[src/rtl/fetch_unit_pkg.sv]
// Shared constants, the IF/ID bundle and the fetch-address legality check.
// Imported by the fetch stage and its pipeline register.
package fetch_unit_pkg;

  localparam logic [31:0] RESET_PC = 32'd0;
  localparam int unsigned MEM_BYTES = 1000;
  localparam logic [31:0] NOP_WORD = 32'h0000_0000;
  localparam logic [1:0] ALIGN_MASK = 2'b00;

  typedef struct packed {
    logic [31:0] instr;
    logic [31:0] pc;
    logic [31:0] pc4;
    logic        valid;
  } if_id_t;

  function automatic logic legal_addr(
    input logic [31:0] a,
    input logic [31:0] bytes
  );
    return (a[1:0] == ALIGN_MASK) && (a <= bytes - 32'd4);
  endfunction

endpackage

[src/rtl/if_id_reg.sv]
// IF/ID pipeline register with load, hold and flush.
// Flush and reset both leave a NOP bubble with valid cleared.
module if_id_reg
  import fetch_unit_pkg::*;
#(
  parameter logic [31:0] NOP = 32'h0
) (
  input  logic        clk,
  input  logic        rst,
  input  logic        load,
  input  logic        flush,
  input  logic [31:0] instr_d,
  input  logic [31:0] pc_d,
  input  logic [31:0] pc4_d,
  output logic [31:0] instr,
  output logic [31:0] pc,
  output logic [31:0] pc4,
  output logic        valid
);

  if_id_t q;

  always_ff @(posedge clk) begin
    if (rst || flush) begin
      q <= '{instr: NOP, pc: 32'd0,
             pc4: 32'd0, valid: 1'b0};
    end else if (load) begin
      q <= '{instr: instr_d, pc: pc_d,
             pc4: pc4_d, valid: 1'b1};
    end
  end

  assign instr = q.instr;
  assign pc    = q.pc;
  assign pc4   = q.pc4;
  assign valid = q.valid;

endmodule

[src/rtl/fetch_unit.sv]
// Instruction-fetch stage: PC, next-PC selection, address-fault
// check, delivered-instruction counter and the IF/ID register.
module fetch_unit #(
  parameter logic [31:0] RESET_PC  = fetch_unit_pkg::RESET_PC,
  parameter int unsigned MEM_BYTES = fetch_unit_pkg::MEM_BYTES,
  parameter logic [31:0] NOP_WORD  = fetch_unit_pkg::NOP_WORD
) (
  input  logic        clk,
  input  logic        rst,
  input  logic        stall_i,
  input  logic        redirect_i,
  input  logic [31:0] target_i,
  input  logic [31:0] ins_i,
  output logic [31:0] dr_o,
  output logic [31:0] instr_id_o,
  output logic [31:0] pc_id_o,
  output logic [31:0] pc4_id_o,
  output logic        valid_id_o,
  output logic        fault_o,
  output logic [31:0] fetch_cnt_o
);

  localparam logic [31:0] BYTES = 32'(MEM_BYTES);

  logic [31:0] pc, pc_d, pc4;
  logic [31:0] cnt, cnt_d;
  logic        fault, fault_d;
  logic        load, flush;
  logic        tgt_ok, seq_ok;

  assign pc4    = pc + 32'd4;
  assign tgt_ok = fetch_unit_pkg::legal_addr(target_i, BYTES);
  assign seq_ok = fetch_unit_pkg::legal_addr(pc4, BYTES);

  // A sequential fault still delivers the current word;
  // only the PC step is refused.
  always_comb begin
    pc_d    = pc;
    cnt_d   = cnt;
    fault_d = fault;
    load    = 1'b0;
    flush   = 1'b0;
    if (fault) begin
      flush = 1'b1;
    end else if (redirect_i) begin
      flush = 1'b1;
      if (tgt_ok) pc_d = target_i;
      else fault_d = 1'b1;
    end else if (!stall_i) begin
      load  = 1'b1;
      cnt_d = cnt + 32'd1;
      if (seq_ok) pc_d = pc4;
      else fault_d = 1'b1;
    end
  end

  always_ff @(posedge clk) begin
    if (rst) begin
      pc    <= RESET_PC;
      cnt   <= 32'd0;
      fault <= 1'b0;
    end else begin
      pc    <= pc_d;
      cnt   <= cnt_d;
      fault <= fault_d;
    end
  end

  if_id_reg #(
    .NOP(NOP_WORD)
  ) u_if_id (
    .clk    (clk),
    .rst    (rst),
    .load   (load),
    .flush  (flush),
    .instr_d(ins_i),
    .pc_d   (pc),
    .pc4_d  (pc4),
    .instr  (instr_id_o),
    .pc     (pc_id_o),
    .pc4    (pc4_id_o),
    .valid  (valid_id_o)
  );

  assign dr_o        = pc;
  assign fault_o     = fault;
  assign fetch_cnt_o = cnt;

endmodule

[config.mk]
export PLATFORM = sky130hd
export DESIGN_NAME = fetch_unit
export DESIGN_NICKNAME = d
export VERILOG_FILES = /design/src/rtl/fetch_unit_pkg.sv /design/src/rtl/if_id_reg.sv /design/src/rtl/fetch_unit.sv
export SDC_FILE = /design/constraint.sdc
export NUM_CORES = 1
export LEC_CHECK = 0
export CAP_MARGIN = 20
export CORE_MARGIN = 2
export CORE_UTILIZATION = 43
export CTS_CLUSTER_DIAMETER = 200
export DETAILED_ROUTE_END_ITERATION = 6
export PLACE_DENSITY = 0.76
export SLEW_MARGIN = 0
export SYNTH_ARGS = -nofsm -noshare
export SYNTH_HDL_FRONTEND = slang
export SYNTH_SLANG_ARGS = --single-unit
[constraint.sdc]
create_clock -name clk -period 3.8 [get_ports clk]
set_clock_uncertainty 0.05 [all_clocks]
set_input_delay 0.57 -clock clk [delete_from_list [all_inputs] [get_ports clk]]
set_output_delay 0.57 -clock clk [all_outputs]
set_load 0.005 [all_outputs]
==> run metrics, run 1 <==
H-tree depth 4; PostCTS Resize Cnt 0; crit path DAT 3.74 ns; Avg Inst Size Synth 9.083 sq um; Die ar. 0.01691 sq mm; vias in the first global route 5799; DRC errors left 0; Initial Utilization 43.47%; final period utilization 90.58%; pwr dens 369.8 mW/mm^2; Cells after Synth 752; Internal Power 2.800 mW; Crit-path slowest cell dfxtp_1; Crit path top cell by count or3_1; wire length on met1 between 8000 and 9000 um; combinational power share around 7%; Slew @ Worst Pin 0.8953 ns; CP max FO 10; register area share after synthesis 46.90%; Vias about 6100; largest net degree at the start of global routing 83; Seq pwr share between 40% and 50%; synth warn 0; FILL cells 1334; antenna-violating nets left 0; Initial DRC Count between 300 and 400; num rows 46; Fin. Hold Viols 0; Post-synth EDFFs 0; final setup TNS 0 ns; Area Overhead vs Synth 43.76%; Hold Startpoint u_if_id.pc4[19]; Sw Ratio between 20% and 30%; highest metal used met4; maximum vdd ir drop 311.7 uV; CTS Buf Count 17; Synth Net Count 823; Synth Flop Type dfxtp_1; Setup crit end kind register; Longest Clk Path Bufs 2; crit start category register; relative slew slack 40.31%; commonest non-fill, non-tap cell in the layout clkdlybuf4s50_1; most frequent cells in the layout clkdlybuf4s50_1 (228), dfxtp_1 (160), nor2_1 (137); f_max 290.5 MHz; Place WS between 0.4 and 0.5 ns; first-pass GRT wire length a little under 30000 um; crit path cell chain ha_1 > nand4_2 > or3_1 > a2111oi_0 > o2bb2ai_1 > nor4b_4 > a31oi_4 > or3_1 > a31oi_1; Reg2Reg Depth 9; status finished, final reports clean; # setup viols final 0; Top delay family on crit path simple AND/OR/NAND/NOR gates; CP Buf/Inv Count 0; WL per Instance between 15 and 20 um; Post-Syn Area ~0.0068 sq mm; met3 WL post-DR 1475 um; routed wl met2 8767 um; CTS tree done; Nets 1027; hold path cells 2; Crit. Startpoint dr_o[2]; share of post-route cells with drive strength above 1 6.089%; post-synthesis cell type count 52; Post-synth ARST share 0%; WP depth 9; clk slew on worst S/H paths 0.06 ns; clk_lat worst skew approximately 0.43 ns; final wirelength 18870 um; CTS Root Cell clkbuf_16; post-layout min period around 3.4 ns; Die Height ~130 um; CP required 4.10 ns; FF-to-FF Start dr_o[2]; DPL Wire Length 13450 um; vias per inst 5.118; I/O Buffers about 230; Slew Viols, Final 0; Setup CP Type reg2reg; Clock Sink Count 160; total net switching power 831.3 uW; max-cap violations 0; flops & latches, synth 160; leakage power 3.653 nW; share of total power in the clock network 45.4%; Ports 230; Hold WC Path Type reg2reg; CTS Hold Buffers Added 0; DR pass1 iterations 4; RSZ-0062 raised after global routing false; antenna cells 0; RD Place Congestion 0.8329; core area around 0.016 sq mm; GRT Util Overall between 20% and 30%; initial antenna violation count 0; Die X 130.0 um; total global routing overflow 0; post-CTS setup repair buffer count 0; slowest stage delay, CP 0.50 ns; fin worst setup slack 0.3579 ns
## cells in the mapped netlist (11+ instances only)
library cell / n / area share [%]
clkbuf_1: 34 / 1.9
nand2_1: 42 / 2.3
inv_1: 20 / 1.1
nand4_1: 15 / 1.4
and2_1: 23 / 2.1
o21ai_0: 12 / 0.88
xnor2_1: 20 / 2.6
or3_1: 11 / 1.0
a21oi_1: 16 / 1.2
dfxtp_1: 160 / 47
mux2i_1: 74 / 11
nor2_1: 137 / 7.5
a221oi_1: 13 / 1.7
nand3_1: 28 / 2.1
xor2_1: 37 / 4.7
nor4_1: 17 / 1.6
## tightest hold or removal path: stages, from the launching register on
cell	delay, ns
dfxtp_1	0.31
nand2_1	0.05
a21oi_1	0.05
## final cells by class
class                           instances  area (sq um)  area share [%]
Clock buffer                           20         466.7           4.753
Clock inverter                         12         111.4           1.134
Inverter                               20         75.07          0.7645
Multi-Input combinational cell        517          3321           33.82
Sequential cell                       160          3203           32.62
Tap cell                              216         270.3           2.752
Timing Repair Buffer                  240          2372           24.16
## metal layers
layer,vias to the layer above,global-route usage [%]
met2,217,35.76
met4,0,6.262
met5,-,0
met3,16,6.683
met1,2850,29.53
li1,2982,-
## flip-flops by register name (all words and copies together) (netlist names)
name	count
u_if_id.valid	1
fetch_cnt_o	32
u_if_id.instr	32
dr_o	32
u_if_id.pc4	32
fault_o	1
u_if_id.pc	30
## per-stage QoR
stage          instance area (sq um)  std cells  power [mW]  utilization (%)  hold WS (ns)
6_report                        9819       1185       3.631            62.49        0.4082
5_1_grt                         9819       1185       3.754            62.49        0.4392
4_1_cts                         9819       1185       3.667            62.49        0.4146
3_5_place_dp                    9241       1153       2.022            58.82        0.3967
3_3_place_gp                    9241       1153       2.020            58.82        0.3892
2_1_floorplan                   6830        752       1.875                -        0.3982
## cell families after synthesis
logic type / share of synthesized area, %
buf+inv: 4.634
fa+ha+maj: 0.5496
simple gates: 23.30
compound gates: 6.467
mux: 10.84
flops: 46.90
xor+xnor: 7.309
## worst paths after layout
check | slack (ns) | to
hold reg to reg | 0.41 | u_if_id.pc4[19]
setup reg to reg | 0.36 | dr_o[2]
hold / removal | 0.41 | u_if_id.pc4[19]
setup / recovery | 0.36 | dr_o[2]
## power by group through the flow
stage | registers (mW) | clock network [mW] | logic (mW)
after floorplan | 1.75 | 0 | 0.122
after global placement | 1.76 | 0 | 0.262
after detailed placement | 1.76 | 0 | 0.264
after CTS | 1.72 | 1.68 | 0.265
after global routing | 1.72 | 1.74 | 0.286
final | 1.72 | 1.65 | 0.262
(Power assumes the default switching activity.)
==> inputs of run 2 (changes only) <==
--- a/config.mk
+++ b/config.mk
@@ -6,11 +6,11 @@
 export NUM_CORES = 1
 export LEC_CHECK = 0
 export CAP_MARGIN = 20
-export CORE_MARGIN = 2
 export CORE_UTILIZATION = 43
 export CTS_CLUSTER_DIAMETER = 200
 export DETAILED_ROUTE_END_ITERATION = 6
 export PLACE_DENSITY = 0.76
+export SETUP_SLACK_MARGIN = 0.15
 export SLEW_MARGIN = 0
 export SYNTH_ARGS = -nofsm -noshare
 export SYNTH_HDL_FRONTEND = slang
==> run 2 against run 1 <==
Worst hold slack improved by 0.0055 ns; routed wire length decreased by 1.7%; global-route usage increased by 0.55 points; setup slack got worse by 0.0081 ns; non-clock buffer count unchanged; flip-flop and latch count unchanged; core utilization increased by 1.5 points; first-iteration DRC count decreased by 9.5%; largest cell class unchanged; highest routed layer unchanged.
==> run metrics, run 2 (synthesized netlist as in run 1, its figures left out) <==
status finished, final reports clean (unchanged); vias in the first global route 5557 (was 5799); WHS 0.4137 ns (was 0.4082 ns); first-pass GRT wire length 29210 um (was 29660 um); total global routing overflow 0 (unchanged); Initial Utilization 44.44% (was 43.47%); relative slew slack 27.29% (was 40.31%); Die X 128.0 um (was 130.0 um); Slew Viols, Final 0 (unchanged); final wirelength 18540 um (was 18870 um); DPL Wire Length 12960 um (was 13450 um); share of total power in the clock network 46.6% (was 45.4%); Initial DRC Count 323 (was 357); Die ar. 0.01639 sq mm (was 0.01691 sq mm); post-layout min period 3.450 ns (was 3.442 ns); vias per inst 5.098 (was 5.118); most frequent cells in the layout clkdlybuf4s50_1 (228), dfxtp_1 (160), nor2_1 (137) (unchanged); GRT Util Overall 22.92% (was 22.37%); clk slew on worst S/H paths 0.06 ns (about the same); CP Buf/Inv Count 0 (unchanged); FF-to-FF End dr_o[2] (unchanged); commonest non-fill, non-tap cell in the layout clkdlybuf4s50_1 (unchanged); CTS Hold Buffers Added 0 (unchanged); H-tree depth 4 (unchanged); CTS tree done (unchanged); DRC errors left 0 (unchanged); Sw Ratio 21.86% (was 22.89%); DR pass1 iterations 5 (was 4); total net switching power 812.5 uW (was 831.3 uW); I/O Buffers 229 (unchanged); f_max 289.8 MHz (was 290.5 MHz); RD Place Congestion 0.8703 (was 0.8329); largest net degree at the start of global routing 96 (was 83); final setup TNS 0 ns (unchanged); Hold WC Path Type reg2reg (unchanged); antenna cells 0 (unchanged); CTS Root Cell clkbuf_16 (unchanged); Seq pwr share 46.4% (was 47.4%); hold path endpoint u_if_id.pc4[27] (was u_if_id.pc4[19]); CP max FO 10 (unchanged); WP depth 9 (unchanged); antenna-violating nets left 0 (unchanged); Area Overhead vs Synth 43.93% (was 43.76%); maximum vdd ir drop 366.0 uV (was 311.7 uV); CP required 4.09 ns (was 4.10 ns); Setup CP Type reg2reg (unchanged); share of post-route cells with drive strength above 1 5.888% (was 6.089%); Slew @ Worst Pin 1.091 ns (was 0.8953 ns); Fin. Hold Viols 0 (unchanged); hold path cells 2 (unchanged); core area 0.01537 sq mm (was 0.01571 sq mm); PostCTS Resize Cnt 0 (unchanged); WL per Instance 15.73 um (was 15.92 um); Crit path top cell by count or3_1 (unchanged); FF-to-FF Start dr_o[2] (unchanged); RSZ-0062 raised after global routing false (unchanged); Nets 1027 (unchanged); post-CTS setup repair buffer count 0 (unchanged); Internal Power 2.905 mW (was 2.800 mW); crit start category register (unchanged); pwr dens 378.1 mW/mm^2 (was 369.8 mW/mm^2); Longest Clk Path Bufs 2 (unchanged); slowest stage delay, CP 0.52 ns (was 0.50 ns); leakage power 3.668 nW (was 3.653 nW); final period utilization 90.79% (was 90.58%); crit path cell chain ha_1 > nand4_2 > or3_1 > a2111oi_0 > o2bb2ai_1 > nor4b_4 > a31oi_4 > or3_1 > a31oi_1 (unchanged); Top delay family on crit path simple AND/OR/NAND/NOR gates (unchanged); Hold Startpoint u_if_id.pc4[27] (was u_if_id.pc4[19]); CTS Buf Count 17 (unchanged); Die Height 128.0 um (was 130.0 um); r2r setup slk 0.35 ns (was 0.36 ns); Vias 6010 (was 6065); num rows 45 (was 46); combinational power share 7.0% (was 7.2%); Ports 230 (unchanged); Setup crit end kind register (unchanged); Crit-path slowest cell dfxtp_1 (unchanged); # setup viols final 0 (unchanged); initial antenna violation count 0 (unchanged); max-cap violations 0 (unchanged); crit path DAT 3.74 ns (about the same); Reg2Reg Depth 9 (unchanged); clk_lat worst skew 0.42 ns (was 0.43 ns); post-layout util 63.96% (was 62.49%); Clock Sink Count 160 (unchanged)
run 2: how the worst max path moves through the flow:
stage,start,to,slack (ns)
6_report,dr_o[2],dr_o[2],0.35
2_1_floorplan,dr_o[3],dr_o[20],0.89
4_1_cts,dr_o[2],dr_o[2],0.41
3_5_place_dp,dr_o[2],dr_o[2],0.43
3_3_place_gp,dr_o[2],dr_o[2],0.57
5_1_grt,dr_o[2],dr_o[2],0.16
run 2: tightest hold or removal path: stages (launching register included):
cell	delay, ns
dfxtp_1	0.31
nand2_1	0.05
a21oi_1	0.05
run 2: metrics by stage:
step | power, mW | instance area [sq um] | std cells | setup slack, ns
floorplan | 1.875 | 6830 | 752 | 0.8879
global placement | 2.020 | 9235 | 1148 | 0.5750
detailed placement | 2.022 | 9235 | 1148 | 0.4282
CTS | 3.751 | 9831 | 1179 | 0.4083
global route | 3.854 | 9831 | 1179 | 0.1603
finish | 3.717 | 9831 | 1179 | 0.3498
run 2: area by class of cell:
| cell class | instances | area (sq um) |
|---|---|---|
| multi-input cells | 517 | 3321 |
| flip-flops and latches | 160 | 3203 |
| fillers | 1305 | 5540 |
| clock buffers | 20 | 456.7 |
| well taps | 211 | 264.0 |
| clock inverters | 11 | 138.9 |
| inverters | 20 | 75.07 |
| repair buffers | 240 | 2372 |
run 2: routing by layer:
metal / wire [um] / up-vias / track usage (%)
li1: - / 2981 / -
met5: 0 / - / 0
met1: 8260 / 2782 / 29.36
met2: 8475 / 220 / 36.41
met3: 1405 / 27 / 7.053
met4: 398 / 0 / 8.166
run 2: power by group through the flow:
stage,logic (mW),registers (mW),clock network [mW]
final,0.261,1.72,1.73
after global routing,0.284,1.72,1.85
after CTS,0.264,1.72,1.76
after detailed placement,0.262,1.76,0
after global placement,0.261,1.76,0
after floorplan,0.122,1.75,0
==> inputs of run 3 (changes only) <==
--- a/config.mk
+++ b/config.mk
@@ -9,7 +9,8 @@
 export CORE_UTILIZATION = 43
 export CTS_CLUSTER_DIAMETER = 200
 export DETAILED_ROUTE_END_ITERATION = 6
-export PLACE_DENSITY = 0.76
+export DONT_BUFFER_PORTS = 1
+export PLACE_DENSITY = 0.69
 export SETUP_SLACK_MARGIN = 0.15
 export SLEW_MARGIN = 0
 export SYNTH_ARGS = -nofsm -noshare
==> run 3 against run 2 <==
Power shrank 2.9%; first-iteration DRC count shrank 3.4%; setup slack gained 0.19 ns; count of clock-buffer cells in the layout grew 4; worst hold slack lost 0.25 ns; combinational power shrank 59%; largest power group unchanged.
==> run metrics, run 3 (synthesized netlist as in run 1, its figures left out) <==
status finished, final reports clean (unchanged); # setup viols final 0 (unchanged); met3 GRT Util 7.846% (was 7.053%); relative slew slack 31.59% (was 27.29%); Hold Startpoint rst (was u_if_id.pc4[27]); first-pass GRT wire length 25930 um (was 29210 um); commonest non-fill, non-tap cell in the layout dfxtp_1 (was clkdlybuf4s50_1); Die Height 128.0 um (unchanged); Seq pwr share 47.9% (was 46.4%); DR pass1 iterations 4 (was 5); largest net degree at the start of global routing 101 (was 96); M1 GR Usage 25.35% (was 29.36%); PostCTS Resize Cnt 0 (unchanged); CP required 4.10 ns (was 4.09 ns); Die X 128.0 um (unchanged); CTS Buf Count 17 (unchanged); final period utilization 85.73% (was 90.79%); M2 GR Usage 31.65% (was 36.41%); max-cap violations 0 (unchanged); RD Place Congestion 0.8377 (was 0.8703); I/O Buffers 0 (was 229); vias per inst 5.380 (was 5.098); Fin. Hold Viols 0 (unchanged); vias in the first global route 4898 (was 5557); final setup TNS 0 ns (unchanged); Initial Utilization 44.44% (unchanged); antenna cells 0 (unchanged); Die ar. 0.01639 sq mm (unchanged); pwr dens 478.4 mW/mm^2 (was 378.1 mW/mm^2); RSZ-0062 raised after global routing false (unchanged); leakage power 2.831 nW (was 3.668 nW); final wirelength 16700 um (was 18540 um); share of post-route cells with drive strength above 1 7.056% (was 5.888%); Internal Power 2.854 mW (was 2.905 mW); Nets 795 (was 1027); DRC errors left 0 (unchanged); Sw Ratio 20.92% (was 21.86%); CP max FO 13 (was 10); combinational power share 3.0% (was 7.0%); num rows 45 (unchanged); initial antenna violation count 0 (unchanged); Slew Viols, Final 0 (unchanged); clk slew on worst S/H paths 0.06 ns (about the same); Setup CP Type reg2reg (unchanged); Hold WC Path Type in2reg (was reg2reg); clk_lat worst skew 0.42 ns (about the same); Slew @ Worst Pin 1.026 ns (was 1.091 ns); f_max 307.0 MHz (was 289.8 MHz); post-layout min period 3.258 ns (was 3.450 ns); Area Overhead vs Synth 10.42% (was 43.93%); Clock Sink Count 160 (unchanged); post-CTS setup repair buffer count 0 (unchanged); WL per Instance 17.61 um (was 15.73 um); FF-to-FF Start dr_o[4] (was dr_o[2]); antenna-violating nets left 0 (unchanged); Ports 230 (unchanged); Initial DRC Count 312 (was 323); CTS Hold Buffers Added 0 (unchanged); most frequent cells in the layout dfxtp_1 (160), nor2_1 (137), mux2i_1 (74) (was clkdlybuf4s50_1 (228), dfxtp_1 (160), nor2_1 (137)); core area 0.01537 sq mm (unchanged); Crit. Startpoint dr_o[4] (was dr_o[2]); CTS Root Cell clkbuf_16 (unchanged); total global routing overflow 0 (unchanged); GRT Util Overall 20.57% (was 22.92%); maximum vdd ir drop 309.9 uV (was 366.0 uV); Longest Clk Path Bufs 2 (unchanged); total net switching power 754.7 uW (was 812.5 uW); crit start category register (unchanged); Vias 5100 (was 6010); GRT busiest layer met2 (unchanged); DPL Wire Length 11550 um (was 12960 um); crit path DAT 3.56 ns (was 3.74 ns); H-tree depth 4 (unchanged); share of total power in the clock network 49.2% (was 46.6%); WHS 0.1628 ns (was 0.4137 ns); Setup crit end kind register (unchanged); CTS tree done (unchanged)
run 3: cell types whose count changed in the layout (fill, tap and decap cells not counted):
cell,before,now
clkbuf_8,2,4
clkinvlp_4,2,5
clkinv_2,5,0
clkinv_4,1,0
clkbuf_1,1,3
buf_4,12,8
clkdlybuf4s50_1,228,0
run 3: worst paths after layout:
path                endpoint  slack, ns  cells past startpoint
max                  dr_o[2]       0.54                      9
min           fetch_cnt_o[5]       0.16                      1
max reg2reg          dr_o[2]       0.54                      9
min reg2reg  u_if_id.pc4[27]       0.43                      2
run 3: worst max-delay path, cell delays in order, from the launching register on:
cell and delay [ns]:
dfxtp_1 0.63, nand3_1 0.19, buf_4 0.21, nor4_1 0.63
nand4_1 0.20, o2bb2ai_1 0.20, nor4b_4 0.33, a31oi_4 0.24
or3_1 0.36, a31oi_1 0.15
run 3: power by group through the flow:
stage / Clock (mW) / Combinational (mW) / Sequential [mW]
finish: 1.77 / 0.107 / 1.73
global route: 1.89 / 0.119 / 1.73
CTS: 1.81 / 0.109 / 1.73
detailed placement: 0 / 0.108 / 1.77
global placement: 0 / 0.107 / 1.76
floorplan: 0 / 0.122 / 1.75
run 3: area by class of cell:
cell class	count	area, sq um
clock inverters	8	127.6
well taps	211	264.0
flip-flops and latches	160	3203
fillers	1453	7829
clock buffers	24	491.7
repair buffers	8	60.06
inverters	20	75.07
multi-input cells	517	3321
run 3: metal layers:
metal,routed length (um),vias to the layer above
met1,7204,2368
met2,7577,201
met3,1524,27
li1,-,2504
met4,393,0
met5,0,-
run 3: metrics by stage:
step	power [mW]	instances	utilization [%]	area, sq um	worst slack [ns]
floorplan	1.875	752	-	6830	0.8879
global placement	1.871	916	45.04	6923	0.6595
detailed placement	1.873	916	45.04	6923	0.5752
CTS	3.648	948	49.07	7542	0.5508
global route	3.741	948	49.07	7542	0.2891
finish	3.608	948	49.07	7542	0.5424
